--- src/rtl/ttc_cfg_sequencer18.sv ---
// ttc_cfg_sequencer18
// Configuration sequencer and write-port arbiter for one timer-counter
// channel. A start pulse snapshots the cfg_* inputs and replays them as a
// fixed series of register writes: stop, clear interrupts, clock control,
// interval, match 1-3, interrupt enable, restart. Between sequences the
// channel write port is handed to the APB host path.
//
// Host handshake: apb_wr_req18 is the valid; apb_ready18 is the ready.
// A host write completes in the cycle where both are 1. ready may only be 1
// when the port is free (IDLE, or the done cycle, with no start being
// accepted). The host must hold req, sel and wdata stable until it sees
// ready; the select and data are forwarded combinationally in that cycle.

module ttc_cfg_sequencer18 #(
  parameter int WR_GAP = 0
) (
  input  logic        pclk18,
  input  logic        n_p_reset18,
  input  logic        start18,
  input  logic [5:0]  cfg_mask18,
  input  logic [6:0]  cfg_clk_ctrl18,
  input  logic [6:0]  cfg_cntr_ctrl18,
  input  logic [15:0] cfg_interval18,
  input  logic [15:0] cfg_match_1_18,
  input  logic [15:0] cfg_match_2_18,
  input  logic [15:0] cfg_match_3_18,
  input  logic [5:0]  cfg_intr_en18,
  input  logic        apb_wr_req18,
  input  logic [6:0]  apb_sel18,
  input  logic [15:0] apb_wdata18,
  output logic        apb_ready18,
  output logic [15:0] pwdata18,
  output logic        clk_ctrl_reg_sel18,
  output logic        cntr_ctrl_reg_sel18,
  output logic        interval_reg_sel18,
  output logic        match_1_reg_sel18,
  output logic        match_2_reg_sel18,
  output logic        match_3_reg_sel18,
  output logic        intr_en_reg_sel18,
  output logic        clear_interrupt18,
  output logic        busy18,
  output logic        done18,
  output logic [3:0]  state_dbg18
);

  typedef enum logic [3:0] {
    S_IDLE = 4'd0,
    S_STOP = 4'd1,
    S_CLR  = 4'd2,
    S_CLK  = 4'd3,
    S_INTV = 4'd4,
    S_M1   = 4'd5,
    S_M2   = 4'd6,
    S_M3   = 4'd7,
    S_IEN  = 4'd8,
    S_GO   = 4'd9,
    S_GAP  = 4'd10
  } state_t;

  // GAP counts down from WR_GAP-1 to 0, so it spans exactly WR_GAP cycles.
  localparam int          GAP_N    = (WR_GAP > 0) ? (WR_GAP - 1) : 0;
  localparam logic [2:0]  GAP_LAST = GAP_N[2:0];

  state_t      state_q, state_d;
  state_t      ret_q, ret_d;
  logic [2:0]  gap_q, gap_d;
  logic        done_q, done_d;

  logic [5:0]  sh_mask;
  logic [6:0]  sh_clk;
  logic [6:0]  sh_cntr;
  logic [15:0] sh_intv;
  logic [15:0] sh_m1;
  logic [15:0] sh_m2;
  logic [15:0] sh_m3;
  logic [5:0]  sh_ien;

  logic        accept_start;
  logic        host_en;
  logic        sel_onehot;
  logic        host_fwd;
  logic [6:0]  seq_sel;
  logic        seq_clr;
  logic [15:0] seq_data;
  logic [15:0] go_word;

  // The done cycle leaves state at IDLE but still counts as busy, so a start
  // arriving then is dropped; the next start is taken one cycle later.
  assign accept_start = (state_q == S_IDLE) && !done_q && start18;

  // The restart word: shadow counter control with restart set, disable clear.
  assign go_word = {9'b0, sh_cntr[6:5], 1'b1, sh_cntr[3:1], 1'b0};

  // First enabled data write strictly after cur; falls through to GO.
  // Mask bit i maps to state i+3 (CLK..IEN). Scanning high to low leaves the
  // lowest qualifying state in n.
  function automatic state_t next_write(input state_t cur, input logic [5:0] m);
    state_t n;
    n = S_GO;
    for (int i = 5; i >= 0; i--) begin
      if (m[i] && ((i + 3) > int'(cur))) begin
        n = state_t'(4'(i + 3));
      end
    end
    return n;
  endfunction

  // State, gap counter, done flag and shadow registers.
  always_ff @(posedge pclk18 or negedge n_p_reset18) begin
    if (!n_p_reset18) begin
      state_q <= S_IDLE;
      ret_q   <= S_IDLE;
      gap_q   <= 3'd0;
      done_q  <= 1'b0;
      sh_mask <= 6'd0;
      sh_clk  <= 7'd0;
      sh_cntr <= 7'd0;
      sh_intv <= 16'd0;
      sh_m1   <= 16'd0;
      sh_m2   <= 16'd0;
      sh_m3   <= 16'd0;
      sh_ien  <= 6'd0;
    end else begin
      state_q <= state_d;
      ret_q   <= ret_d;
      gap_q   <= gap_d;
      done_q  <= done_d;
      if (accept_start) begin
        sh_mask <= cfg_mask18;
        sh_clk  <= cfg_clk_ctrl18;
        sh_cntr <= cfg_cntr_ctrl18;
        sh_intv <= cfg_interval18;
        sh_m1   <= cfg_match_1_18;
        sh_m2   <= cfg_match_2_18;
        sh_m3   <= cfg_match_3_18;
        sh_ien  <= cfg_intr_en18;
      end
    end
  end

  // Next state: walk the write list, detouring through GAP after each strobe.
  always_comb begin
    state_t target;
    logic   strobe;
    state_d = state_q;
    ret_d   = ret_q;
    gap_d   = gap_q;
    target  = S_IDLE;
    strobe  = 1'b0;
    case (state_q)
      S_IDLE: begin
        if (accept_start) begin
          state_d = S_STOP;
        end
      end
      S_STOP: begin
        target = S_CLR;
        strobe = 1'b1;
      end
      S_CLR, S_CLK, S_INTV, S_M1, S_M2, S_M3, S_IEN: begin
        target = next_write(state_q, sh_mask);
        strobe = 1'b1;
      end
      S_GO: begin
        target = S_IDLE;
        strobe = 1'b1;
      end
      S_GAP: begin
        if (gap_q == 3'd0) begin
          state_d = ret_q;
        end else begin
          gap_d = gap_q - 3'd1;
        end
      end
      default: begin
        state_d = S_IDLE;
      end
    endcase
    if (strobe) begin
      if (WR_GAP == 0) begin
        state_d = target;
      end else begin
        state_d = S_GAP;
        ret_d   = target;
        gap_d   = GAP_LAST;
      end
    end
    // The only way back to IDLE from a non-IDLE state is sequence completion.
    done_d = (state_d == S_IDLE) && (state_q != S_IDLE);
  end

  // Outputs: sequencer strobes decoded from state, host path merged on top.
  always_comb begin
    seq_sel  = 7'd0;
    seq_clr  = 1'b0;
    seq_data = 16'd0;
    case (state_q)
      S_STOP: begin
        seq_sel[1] = 1'b1;
        seq_data   = 16'h0001;
      end
      S_CLR: begin
        seq_clr = 1'b1;
      end
      S_CLK: begin
        seq_sel[0] = 1'b1;
        seq_data   = {9'b0, sh_clk};
      end
      S_INTV: begin
        seq_sel[2] = 1'b1;
        seq_data   = sh_intv;
      end
      S_M1: begin
        seq_sel[3] = 1'b1;
        seq_data   = sh_m1;
      end
      S_M2: begin
        seq_sel[4] = 1'b1;
        seq_data   = sh_m2;
      end
      S_M3: begin
        seq_sel[5] = 1'b1;
        seq_data   = sh_m3;
      end
      S_IEN: begin
        seq_sel[6] = 1'b1;
        seq_data   = {10'b0, sh_ien};
      end
      S_GO: begin
        seq_sel[1] = 1'b1;
        seq_data   = go_word;
      end
      default: begin
        seq_sel  = 7'd0;
        seq_clr  = 1'b0;
        seq_data = 16'd0;
      end
    endcase

    // Host owns the port only when the sequencer is idle and not starting;
    // reset blocks it so every output is 0 while reset is held.
    host_en     = n_p_reset18 && (state_q == S_IDLE) && !accept_start;
    apb_ready18 = host_en && apb_wr_req18;
    sel_onehot  = (apb_sel18 != 7'd0) && ((apb_sel18 & (apb_sel18 - 7'd1)) == 7'd0);
    // A bad select is still consumed (ready=1) but nothing is strobed.
    host_fwd    = apb_ready18 && sel_onehot;

    {intr_en_reg_sel18, match_3_reg_sel18, match_2_reg_sel18, match_1_reg_sel18,
     interval_reg_sel18, cntr_ctrl_reg_sel18, clk_ctrl_reg_sel18} =
      seq_sel | (host_fwd ? apb_sel18 : 7'd0);
    pwdata18          = host_fwd ? apb_wdata18 : seq_data;
    clear_interrupt18 = seq_clr;
    busy18            = (state_q != S_IDLE) || done_q;
    done18            = done_q;
    state_dbg18       = state_q;
  end

endmodule

--- config.mk ---
export PLATFORM = sky130hd
export DESIGN_NAME = ttc_cfg_sequencer18
export DESIGN_NICKNAME = d
export VERILOG_FILES = /design/src/rtl/ttc_cfg_sequencer18.sv
export SDC_FILE = /design/constraint.sdc
export NUM_CORES = 1
export LEC_CHECK = 0
export ABC_AREA = 1
export BUFFER_PORTS_ARGS = -buffer_cell sky130_fd_sc_hd__buf_2
export CAP_MARGIN = 40
export CELL_PAD_IN_SITES_DETAIL_PLACEMENT = 1
export CELL_PAD_IN_SITES_GLOBAL_PLACEMENT = 2
export CORE_MARGIN = 4
export CORE_UTILIZATION = 34
export DETAILED_ROUTE_END_ITERATION = 16
export PLACE_DENSITY = 0.95
export SYNTH_ARGS = -nofsm -noshare
export SYNTH_HDL_FRONTEND = slang
export SYNTH_SLANG_ARGS = --single-unit
export TNS_END_PERCENT = 20
--- constraint.sdc ---
create_clock -name pclk18 -period 4.87 [get_ports pclk18]
set_clock_uncertainty 0.15 [all_clocks]
set_input_delay 0.487 -clock pclk18 [delete_from_list [all_inputs] [get_ports pclk18]]
set_output_delay 0.487 -clock pclk18 [all_outputs]
set_load 0.05 [all_outputs]
After elaboration in Yosys (flattened, before gate mapping)
Cells that the tools add are included.
{"block": "word_totals", "memories": 0, "mem_bits_rw": 0, "latch_bits": 0, "elab_cells": 82, "reg_bits": 98, "mem_bits_ro": 0, "input_bits": 117}
{"block": "classes", "div_mod_pow": 0, "reduce_logical": 27, "n_eq_ne": 10, "bitwise_logic": 3, "n_addsub": 2, "mul": 0, "muxes": 23, "shifts": 0, "order_cmp": 6}
{"cell": "16-bit one-hot mux with 8 select lines", "count": 1}
{"cell": "4-bit 2-to-1 mux", "count": 8}
{"cell": "4-bit by 3-bit == test with 1-bit output, second input constant", "count": 4}
{"cell": "3-bit by 4-bit greater-than comparator with 1-bit output, first input constant", "count": 4}
{"cell": "16-bit 2-to-1 mux", "count": 1}
{"cell": "1-bit logical AND", "count": 14}
{"cell": "4-bit == test, second input constant", "count": 3}
{"cell": "4-bit one-hot mux with 3 select lines", "count": 1}
{"cell": "1-bit 2-to-1 mux", "count": 10}
{"cell": "9-bit OR reduction", "count": 1}
{"cell": "4-bit by 2-bit == test with 1-bit output, second input constant", "count": 2}
{"cell": "4-bit zero test", "count": 2}
{"cell": "4-bit one-hot mux with 2 select lines", "count": 1}
{"cell": "7-bit bitwise AND", "count": 1}
{"cell": "7-bit zero test", "count": 1}
{"cell": "7-bit 2-to-1 mux", "count": 1}
{"cell": "7-bit OR", "count": 1}
{"cell": "7-bit nonzero test", "count": 1}
{"cell": "7-bit OR reduction", "count": 1}
{"cell": "7-bit by 1-bit subtractor with 7-bit output, second input constant", "count": 1}
{"cell": "4-bit by 1-bit == test with 1-bit output, second input constant", "count": 1}
{"cell": "2-bit by 4-bit greater-than comparator with 1-bit output, first input constant", "count": 1}
{"cell": "4-bit greater-than comparator, first input constant", "count": 1}
{"cell": "4-bit nonzero test", "count": 1}
{"cell": "7 further kinds", "count": 8}

Longest topological paths before layout
Gate-level depths: netlist of the first run.
{"block": "depth", "ltp_word": 12, "depth_mapped": 11}

Least setup slack after synthesis of the first run
No wires, ideal clock.
{"block": "synth_timing", "kind": "register -> output", "startpoint": "register state_q[2], in the netlist state_dbg18[2]", "endpoint": "output pwdata18[2]", "path_stages_with_launch": 10, "t_arrival_ps": 1931, "setup_slack_ps": 2302, "path_buffers": 1, "path_cell_list": "dfrtp_1 -> inv_1 -> nor2_1 -> nand2_1 -> inv_1 -> buf_2 -> nand2_1 -> nand3_1 -> nor2_1 -> nand2_1"}
{"block": "synth_via", "elab_chain_cells": 8, "elab_cells_between_ends": 18}
{"item": "start, declared", "line_no": "64", "rtl": "state_t state_q, state_d;"}
{"item": "start signal, assigned", "line_no": "124", "rtl": "state_q <= state_d;"}
{"item": "4-bit zero test", "line_no": "89, 242"}
{"item": "1-bit logical AND (2 in a row)", "line_no": "89", "rtl": "assign accept_start = (state_q == S_IDLE) && !done_q && start18;"}
{"item": "1-bit zero test", "line_no": "242", "rtl": "host_en = n_p_reset18 && (state_q == S_IDLE) && !accept_start;"}
{"item": "1-bit logical AND", "line_no": "242"}
{"item": "1-bit logical AND", "line_no": "243", "rtl": "apb_ready18 = host_en && apb_wr_req18;"}
{"item": "1-bit logical AND", "line_no": "246", "rtl": "host_fwd = apb_ready18 && sel_onehot;"}
{"item": "16-bit 2-to-1 mux (*)", "line_no": "251", "rtl": "pwdata18 = host_fwd ? apb_wdata18 : seq_data;"}
{"item": "end, declared", "line_no": "32", "rtl": "output logic [15:0] pwdata18,"}
Mark *: on every way between the ends. The rest lies on a longest branch, timed or not.

Worst setup path after layout of the first run
{"block": "layout_timing", "startpoint": "register state_q[3], in the netlist state_dbg18[3]", "endpoint": "output cntr_ctrl_reg_sel18"}
{"block": "layout_via", "elab_chain_cells": 9, "elab_cells_between_ends": 14}
{"item": "4-bit zero test", "line_no": "89, 242"}
{"item": "1-bit logical AND (2 in a row)", "line_no": "89"}
{"item": "1-bit zero test", "line_no": "242"}
{"item": "1-bit logical AND", "line_no": "242"}
{"item": "1-bit logical AND", "line_no": "243"}
{"item": "1-bit logical AND", "line_no": "246"}
{"item": "7-bit 2-to-1 mux", "line_no": "250", "rtl": "seq_sel | (host_fwd ? apb_sel18 : 7'd0);"}
{"item": "7-bit OR (*)", "line_no": "250"}
{"item": "end, declared", "line_no": "34", "rtl": "output logic cntr_ctrl_reg_sel18,"}
Marked as above.

==> results.toml, run 1 <==
[sta]
setup_viol = 0
fin_setup_tns_ns = 0
max_freq_mhz = 270.8
post-route-period-util_pct = 75.83
period_minus_slack_ns = 3.693
hold_violations = 0
maxSlewHeadroom_pct = 40.59
tightestPinTransition_ns = 0.8902
rsz0062_at_grt = "no"
holdWs_ns = 0.2184
drv_slew = 0

[logic_synthesis]
ys.warnings.count = 0
ys_seq_area_share_pct = 48.82
synth_nets = 613
synth_top_area_share_pct = 48.82
yosysTopAreaCell = "dfrtp_1"
synth_edf_count = 0
synth_flop_cell = "dfrtp_1"
avgSynthCellArea_um2 = 9.961
ys_types = 23
syn_inst = 494
syn_area_um2 = 4921
ys_ff_latch = 96
synthArstFlopShare_pct = 100.0
synthTopCellsByArea = "dfrtp_1 49%, mux2_4 16%, nand2_1 10%"

[global_routing]
antenna_found_initial = 0
grt_max_degree = 62
grt_pass1_wl_um = 23070
grt_overflow = 0
grt_pass1_vias = 4371
grt_use_total_pct = 18.24

[floorplanning]
initial_utilization_pct = 35.04
die_h_um = 128.3
core-area_um2 = 14040
boundaryPins = 148
dieArea_um2 = 16460
rows = 43
die_w_um = 128.3

[power_and_ir_drop]
total_power_mw = 4.166
powerDensity_nw_per_um2 = 683.5
p_leak_nw = 3.395
ir_worst_vdd_mv = 0.3600

[status]
status = "complete, no violations"

[drt]
vias = 3986
drt_first_pass_iters = 4
wl_per_cell_um = 18.01
drt_iter0_drc = 165
viasPerCell = 4.849
ant_nets = 0
totalWireLength_um = 14800
drcViolationCount = 0

[clocking]
clock_path_buffers = 2
clkSinkCount = 96
clk_pin_slew_worst_paths_ns = 0.07
tritoncts = "done"
clockRootBuffer = "clkbuf_16"
cts_buffers = 9
htree_levels = 3
clk_latency_ns = 0.34
post-cts-setup-buffers = 0

[setup_path]
path_class = "flip-flop to output pin"
arrival_ns = 3.06
path_max_fanout = 46
crit_path_end_kind = "output pin"
startpoint_type = "flip-flop"
critPathRequiredTime_ns = 4.23

[place]
io_buffers = 145
gp_congestion = 0.8437
hpwl_um = 11280
place_area_um2 = 5797

[final_layout]
fin_util_pct = 43.41
diodes = 0
drive_above_1_share_pct = 38.79
finalInstanceArea_um2 = 6096
fin_nets = 757
syn_to_final_growth_pct = 23.87

[run]
drv_cap = 0

[worst_hold_path]
hold_class = "primary input to flip-flop"
sequential cells by signal, indices dropped and copies added, names as in the netlist:
signal and flops:
done18 1, gap_q 3, sh_clk 7, sh_cntr 5
sh_ien 6, sh_intv 16, sh_m1 16, sh_m2 16
sh_m3 16, sh_mask 6, state_dbg18 4
logic make-up (layout without fill, tap and decap cells):
logic type,Yosys count,after routing,synth area share [%]
muxes,75,75,21.13
and+or+nand+nor,229,229,19.35
adders and majority gates,2,2,0.5084
DFF,96,96,48.82
xor gates and xnor gates,2,2,0.3560
AOI/OAI and AO/OA,30,30,3.661
buffers and inverters,60,208,6.178
what timing repair did:
item                      4_1_cts  5_1_grt
hold endpoints to repair       35        0
gates resized for setup         0        0
hold buffers                    1        0
cell type report:
type                    instances  area, µm²
fillers                      1642       7946
flip-flops and latches         96       2402
multi-input cells             338       2222
repair buffers                152      803.3
clock buffers                  12      246.5
well taps                     180      225.2
inverters                      41      153.9
clock inverters                 3      42.54
path summary, 6_finish.rpt:
path,startpoint,to,slack [ns],cells after the start
max in group asynchronous,n_p_reset18,sh_intv[4]$_DFFE_PN0P_,2.89,3
worst min-delay path,cfg_match_3_18[3],sh_m3[3]$_DFFE_PN0P_,0.22,2
min in group asynchronous,n_p_reset18,sh_m3[10]$_DFFE_PN0P_,0.51,2
worst min register to register,gap_q[2]$_DFFE_PN0P_,gap_q[2]$_DFFE_PN0P_,0.33,1
worst max register to register,state_dbg18[3]$_DFF_PN0_,sh_intv[6]$_DFFE_PN0P_,2.24,7
worst max-delay path,state_dbg18[3]$_DFF_PN0_,cntr_ctrl_reg_sel18,1.18,10
metal layers:
metal	vias up	part of all wire (%)	GRT usage, %
met4	0	1.3	5.493
met5	-	0	0
met3	14	4.5	3.417
met1	1987	46	24.26
met2	97	48	30.31
li1	1888	-	-
stage by stage:
stage	setup WS (ns)	cells
2_1_floorplan	2.302	494
5_1_grt	0.9332	822
6_report	1.177	822
4_1_cts	1.148	822
3_5_place_dp	1.523	806
3_3_place_gp	1.620	804
report_power, final:
group / internal (mW) / leakage [nW] / switching [mW]
registers: 1.19 / 1.14 / 0.236
clock network: 0.409 / 0.139 / 0.299
logic: 0.812 / 2.12 / 1.22
critical path: stages (launching register included):
cell,delay [ns]
dfrtp_1,0.54
nor2_4,0.08
nand2_2,0.12
nor2_4,0.05
nand2_4,0.42
nand3_1,0.21
nor2_2,0.49
buf_4,0.33
nand3_1,0.10
nand2_1,0.08
buf_2,0.27
synthesized netlist by cell type (2+ instances only):
cell,n
nand2_1,136
dfrtp_1,96
mux2_4,52
nor2_1,42
inv_1,40
nand3_1,35
mux2_2,23
a21oi_1,15
a211oi_1,10
buf_2,9
buf_6,8
nand4_1,7
nor2_2,4
buf_4,2
ha_1,2
nand2_2,2
nor2_4,2
o211ai_1,2
o21ai_0,2
xor2_1,2
placed cells by master (no fill, tap or decap), types with 5 or more instances in the layout:
master / synthesis / layout
inv_1: 40 / 40
nor2_1: 42 / 41
mux2_2: 23 / 23
nor2_2: 4 / 5
nand4_1: 7 / 7
buf_2: 9 / 144
clkbuf_16: 0 / 9
dfrtp_1: 96 / 96
nand2_1: 136 / 136
mux2_4: 52 / 52
a211oi_1: 10 / 10
buf_4: 2 / 6
nand3_1: 35 / 35
a21oi_1: 15 / 15
Note: power is estimated with default switching activity, not from simulation.
==> run 2: changes to the inputs <==
ABC_AREA = 0   (was 1)
CORE_UTILIZATION = 33   (was 34)
PLACE_DENSITY = 0.89   (was 0.95)
clock period = 3.8 ns   (was 4.87 ns; I/O delays follow)
==> run 2 against run 1 <==
  * Combinational power increased by 24%
  * Area after synthesis is 2.8% lower
  * Sequential share of layout area rose by 0.49 points
  * Largest cell class unchanged
  * Highest routed layer unchanged
==> results.toml, run 2 <==
[power_and_ir_drop]
switching_share_pct = 41.14
p_int_mw = 3.141
pwr-share-seq_pct = 34.2
switching_power_mw = 2.196
ir_worst_vdd_mv = 0.5585
pwr-share-clk_pct = 18.6
p_leak_nw = 2.885
pwr-share-comb_pct = 47.2
powerDensity_nw_per_um2 = 886.4

[final_layout]
syn_to_final_growth_pct = 25.94
mostFrequentLayoutCells = "144 x buf_2, 96 x dfrtp_1, 80 x mux2_2"
finalInstanceArea_um2 = 6021
nFillCells = 1556
fin_util_pct = 42.88
seq_area_um2 = 2402
drive_above_1_share_pct = 48.97
multi_input_area_um2 = 2163
layout.cells.non_filler = 717
fin_nets = 649
layout_commonest_cell = "buf_2"

[clocking]
clock_path_buffers = 2
clk_pin_slew_worst_paths_ns = 0.06
clkSinkCount = 96
htree_levels = 3
cts-resized-gates = 0
tritoncts = "done"
clockRootBuffer = "clkbuf_16"
cts_buffers = 9
clk_latency_ns = 0.35

[logic_synthesis]
synth_mux_area_share_pct = 21.59
ys_seq_area_share_pct = 50.25
ys_ff_latch = 96
synth_top_area_share_pct = 50.25
ys.warnings.count = 0
syn_area_um2 = 4781
ys_types = 57
synth-compound-area-share_pct = 14.71
synth-simple-area-share_pct = 7.878
synth_top_family_by_area = "multiplexers"
synth_most_common_cell = "dfrtp_1"
synth_fa_ha_area_share_pct = 0.5234
synthArstFlopShare_pct = 100.0
yosysTopAreaCell = "dfrtp_1"
synthTopCellsByArea = "dfrtp_1 50%, mux2_2 19%, mux2_1 2.1%"
synth_flop_cell = "dfrtp_1"
synth_commonest_cells = "96 x dfrtp_1, 80 x mux2_2, 22 x inv_1"
synth_edf_count = 0
avgSynthCellArea_um2 = 12.26
synth-xor-area-share_pct = 0.3664
syn_inst = 390
synth_nets = 509

[floorplanning]
dieArea_um2 = 16480
initial_utilization_pct = 34.05
core-area_um2 = 14040
die_h_um = 128.4
boundaryPins = 148
rows = 43
die_w_um = 128.4

[setup_path]
path_buf_inv = 1
critPathSlowestCell = "a221oi_2"
critPathRequiredTime_ns = 3.27
r2r-end = "gap_q[2]$_DFFE_PN0P_"
rrSetupSlack_ns = 1.46
critical_path.cell_chain = "nor4_4, o2111ai_1, a221oi_2, a21o_1, buf_2"
worstSetupEndpoint = "match_1_reg_sel18"
reg2reg_from = "state_dbg18[3]$_DFF_PN0_"
crit_start = "state_dbg18[3]$_DFF_PN0_"
max_stage_delay_ns = 0.75
crit_path_end_kind = "output pin"
path_class = "flip-flop to output pin"
path_max_fanout = 13
critPathTopFamily = "compound AO/OA/AOI/OAI gates"
arrival_ns = 2.72
cp_num_cells = 5
r2r_cells = 5
startpoint_type = "flip-flop"

[place]
place_ws_ns = 0.8784
place_area_um2 = 5682
gp_congestion = 0.8510
hpwl_um = 10570
io_buffers = 145
dpl.cell_count = 698

[sta]
tightestPinTransition_ns = 0.9489
hold_violations = 0
period_minus_slack_ns = 3.247
post-route-period-util_pct = 85.45
rsz0062_at_grt = "no"
setup_slack_ns = 0.5531
setup_viol = 0
maxSlewHeadroom_pct = 36.58
drv_slew = 0
fin_setup_tns_ns = 0
max_freq_mhz = 308.0

[run]
drv_cap = 0

[global_routing]
antenna_found_initial = 2
grt_pass1_wl_um = 22480
grt_max_degree = 87
grt_pass1_vias = 4198
grt_use_total_pct = 17.54
grt_overflow = 0

[drt]
drt_first_pass_iters = 5
wl_per_cell_um = 19.74
totalWireLength_um = 14160
drt_iter0_drc = 118
ant_nets = 0
vias = 3732
viasPerCell = 5.205
drcViolationCount = 0

[worst_hold_path]
hold_class = "primary input to flip-flop"

[status]
status = "complete, no violations"
==> run 2: cell families after synthesis <==
family / after synthesis
AOI/OAI and AO/OA: 92
DFF: 96
and+or+nand+nor: 58
xor gates and xnor gates: 2
buffers and inverters: 48
adders and majority gates: 2
muxes: 92
==> run 2: how the worst min path moves through the flow <==
stage	from	to	slack [ns]	cells after the start
2_1_floorplan	n_p_reset18	done18$_DFF_PN0_	-0.07	0
3_3_place_gp	gap_q[2]$_DFFE_PN0P_	gap_q[2]$_DFFE_PN0P_	0.31	1
3_5_place_dp	gap_q[0]$_DFFE_PN0P_	gap_q[0]$_DFFE_PN0P_	0.32	1
4_1_cts	cfg_match_2_18[8]	sh_m2[8]$_DFFE_PN0P_	0.08	2
5_1_grt	cfg_match_2_18[8]	sh_m2[8]$_DFFE_PN0P_	0.08	2
6_report	cfg_match_2_18[8]	sh_m2[8]$_DFFE_PN0P_	0.09	2
==> run 2: layer usage <==
layer / global-route usage, % / up-vias / wire (µm)
li1: - / 1732 / -
met1: 23.28 / 1871 / 6281
met2: 28.44 / 106 / 6876
met3: 2.574 / 23 / 604
met4: 7.990 / 0 / 393
met5: 0 / - / 0
==> run 2: power by group through the flow <==
stage                     registers (mW)  logic, mW  clock network, mW
after floorplan                     1.82       1.89                  0
after global placement              1.80       2.46                  0
after detailed placement            1.85       2.54                  0
after CTS                           1.83       2.55               1.02
after global routing                1.90       2.72               1.06
final                               1.83       2.52              0.991
==> run 2: area by class of cell <==
type / instances / share of cell area [%]
flip-flops and latches: 96 / 39.90
multi-input cells: 246 / 35.93
repair buffers: 155 / 13.59
clock buffers: 12 / 4.094
well taps: 180 / 3.741
inverters: 22 / 1.372
clock inverters: 4 / 1.288
diodes: 2 / 0.08313
==> run 2: through the flow <==
stage,total power [mW],hold slack [ns]
after CTS,5.398,0.07537
after detailed placement,4.391,0.3166
final,5.337,0.09438
after global placement,4.258,0.3071
after floorplan,3.706,-0.06559
after global routing,5.681,0.08488
==> run 2: repair_timing <==
item                                   in CTS  in global routing
endpoints found under the hold margin      28                  0
buffers inserted                            0                  0
hold buffers                                1                  0
==> run 3: changes to the inputs <==
CORE_MARGIN = 2   (was 4)
CORE_UTILIZATION = 34   (was 33)
CTS_BUF_LIST = sky130_fd_sc_hd__clkbuf_2 sky130_fd_sc_hd__clkbuf_4 sky130_fd_sc_hd__clkbuf_8   (was unset)
HOLD_SLACK_MARGIN = 0.12   (was unset)
PLACE_DENSITY = 0.91   (was 0.89)
==> run 3 against run 2 <==
  * Cell area up 13%
  * Total power down 1.9%
  * Sequential share of layout area is 4.5 points lower
  * Global-route usage rose by 3.9 points
  * Maximum frequency fell by 4.6%
  * Die area is 8.8% lower
  * Critical path type unchanged
==> results.toml, run 3 (same netlist as run 2, synthesis figures left out) <==
[drt]
viasPerCell = 5.129
wl_per_cell_um = 19.72
vias = 4124
drcViolationCount = 0
totalWireLength_um = 15860
drt_iter0_drc = 230
ant_nets = 0
drt_first_pass_iters = 4

[sta]
drv_slew = 0
post-route-period-util_pct = 89.55
setup_slack_ns = 0.3973
max_freq_mhz = 293.9
fin_setup_tns_ns = 0
hold_violations = 0
period_minus_slack_ns = 3.403
tightestPinTransition_ns = 0.9195
rsz0062_at_grt = "no"
setup_viol = 0
maxSlewHeadroom_pct = 38.70

[clocking]
clk_pin_slew_worst_paths_ns = 0.09
htree_levels = 3
clock_path_buffers = 2
tritoncts = "done"
cts_buffers = 9
post-cts-setup-buffers = 0
clkSinkCount = 96
cts-resized-gates = 0
clockRootBuffer = "clkbuf_8"
hold_buffers = 87
clk_latency_ns = 0.36

[final_layout]
fin_nets = 736
drive_above_1_share_pct = 42.60
syn_to_final_growth_pct = 41.93
nFillCells = 1512
layout_commonest_cell = "buf_2"
seq_area_um2 = 2402
mostFrequentLayoutCells = "144 x buf_2, 96 x dfrtp_1, 87 x dlygate4sd3_1"
multi_input_area_um2 = 2163
layout.cells.non_filler = 804

[power_and_ir_drop]
p_leak_nw = 3.204
ir_worst_vdd_mv = 0.5118
powerDensity_nw_per_um2 = 772.0

[global_routing]
grt_overflow = 0
grt_max_degree = 86
grt_pass1_wl_um = 24410
grt_pass1_vias = 4592
antenna_found_initial = 2
grt_use_total_pct = 21.43

[setup_path]
arrival_ns = 2.87
crit_start = "state_dbg18[2]$_DFF_PN0_"
startpoint_type = "flip-flop"
path_class = "flip-flop to output pin"
worstSetupEndpoint = "pwdata18[6]"
path_max_fanout = 16
r2r_cells = 4
critPathRequiredTime_ns = 3.27
critPathSlowestCell = "a221oi_2"
reg2reg_from = "state_dbg18[2]$_DFF_PN0_"
rrSetupSlack_ns = 1.37
crit_path_end_kind = "output pin"
max_stage_delay_ns = 0.76
r2r-end = "state_dbg18[0]$_DFF_PN0_"
critical_path.cell_chain = "nor4_4, o2111ai_1, a221oi_2, a21o_1, buf_2"

[floorplanning]
rows = 43
boundaryPins = 148
dieArea_um2 = 15030
die_w_um = 122.6
initial_utilization_pct = 34.58
die_h_um = 122.6
core-area_um2 = 13830

[place]
dpl.cell_count = 699
io_buffers = 145
place_ws_ns = 0.8053
gp_congestion = 0.7993
hpwl_um = 10320

[worst_hold_path]
hold_path_startpoint = "cfg_cntr_ctrl18[2]"
hold_class = "primary input to flip-flop"

[status]
status = "complete, no violations"

[run]
drv_cap = 0
run 3: changes by cell type in the layout (fill, tap and decap cells not counted), sizes merged:
cell,previous run,this run
clkinvlp,0,1
dlygate4sd3,1,87
clkinv,2,3
clkbuf,12,10
buf,154,155
run 3: power breakdown:
part	internal, mW	switching (mW)
clock network	0.386	0.375
registers	1.53	0.346
logic	1.08	1.53
run 3: how the worst min path moves through the flow:
stage / endpoint / cells past startpoint
CTS: sh_cntr[2]$_DFFE_PN0P_ / 2
floorplan: done18$_DFF_PN0_ / 0
finish: sh_cntr[2]$_DFFE_PN0P_ / 2
detailed placement: gap_q[2]$_DFFE_PN0P_ / 1
global placement: gap_q[2]$_DFFE_PN0P_ / 1
global route: sh_m1[12]$_DFFE_PN0P_ / 2
run 3: routing by layer:
metal / global-route usage (%) / vias up / part of all wire (%)
met5: 0 / - / 0
met4: 8.764 / 0 / 2.8
met3: 2.742 / 30 / 3.5
met2: 38.58 / 112 / 54
met1: 25.76 / 2077 / 40
li1: - / 1905 / -
run 3: final cells by class:
type,count,share of cell area [%]
Multi-Input combinational cell,246,31.88
Clock buffer,10,2.028
Inverter,22,1.217
Clock inverter,6,1.217
Tap cell,180,3.319
Antenna cell,2,0.07376
Sequential cell,96,35.40
Timing Repair Buffer,242,24.86
run 3: metrics by stage:
step	utilization [%]	cell area, µm²	total power, mW	hold slack, ns
floorplan	-	4781	3.706	-0.06559
global placement	41.15	5689	4.258	0.3074
global route	49.07	6785	5.538	0.1259
CTS	49.04	6780	5.210	0.1231
detailed placement	41.15	5689	4.387	0.3156
finish	49.07	6785	5.238	0.1333
run 3: worst max-delay path, delay by kind of cell (launching register included):
family	cells	cell delay, ns
buffers and inverters	1	0.27
AO/OA/AOI/OAI	3	1.29
AND/OR/NAND/NOR	1	0.33
flip-flops	1	0.61
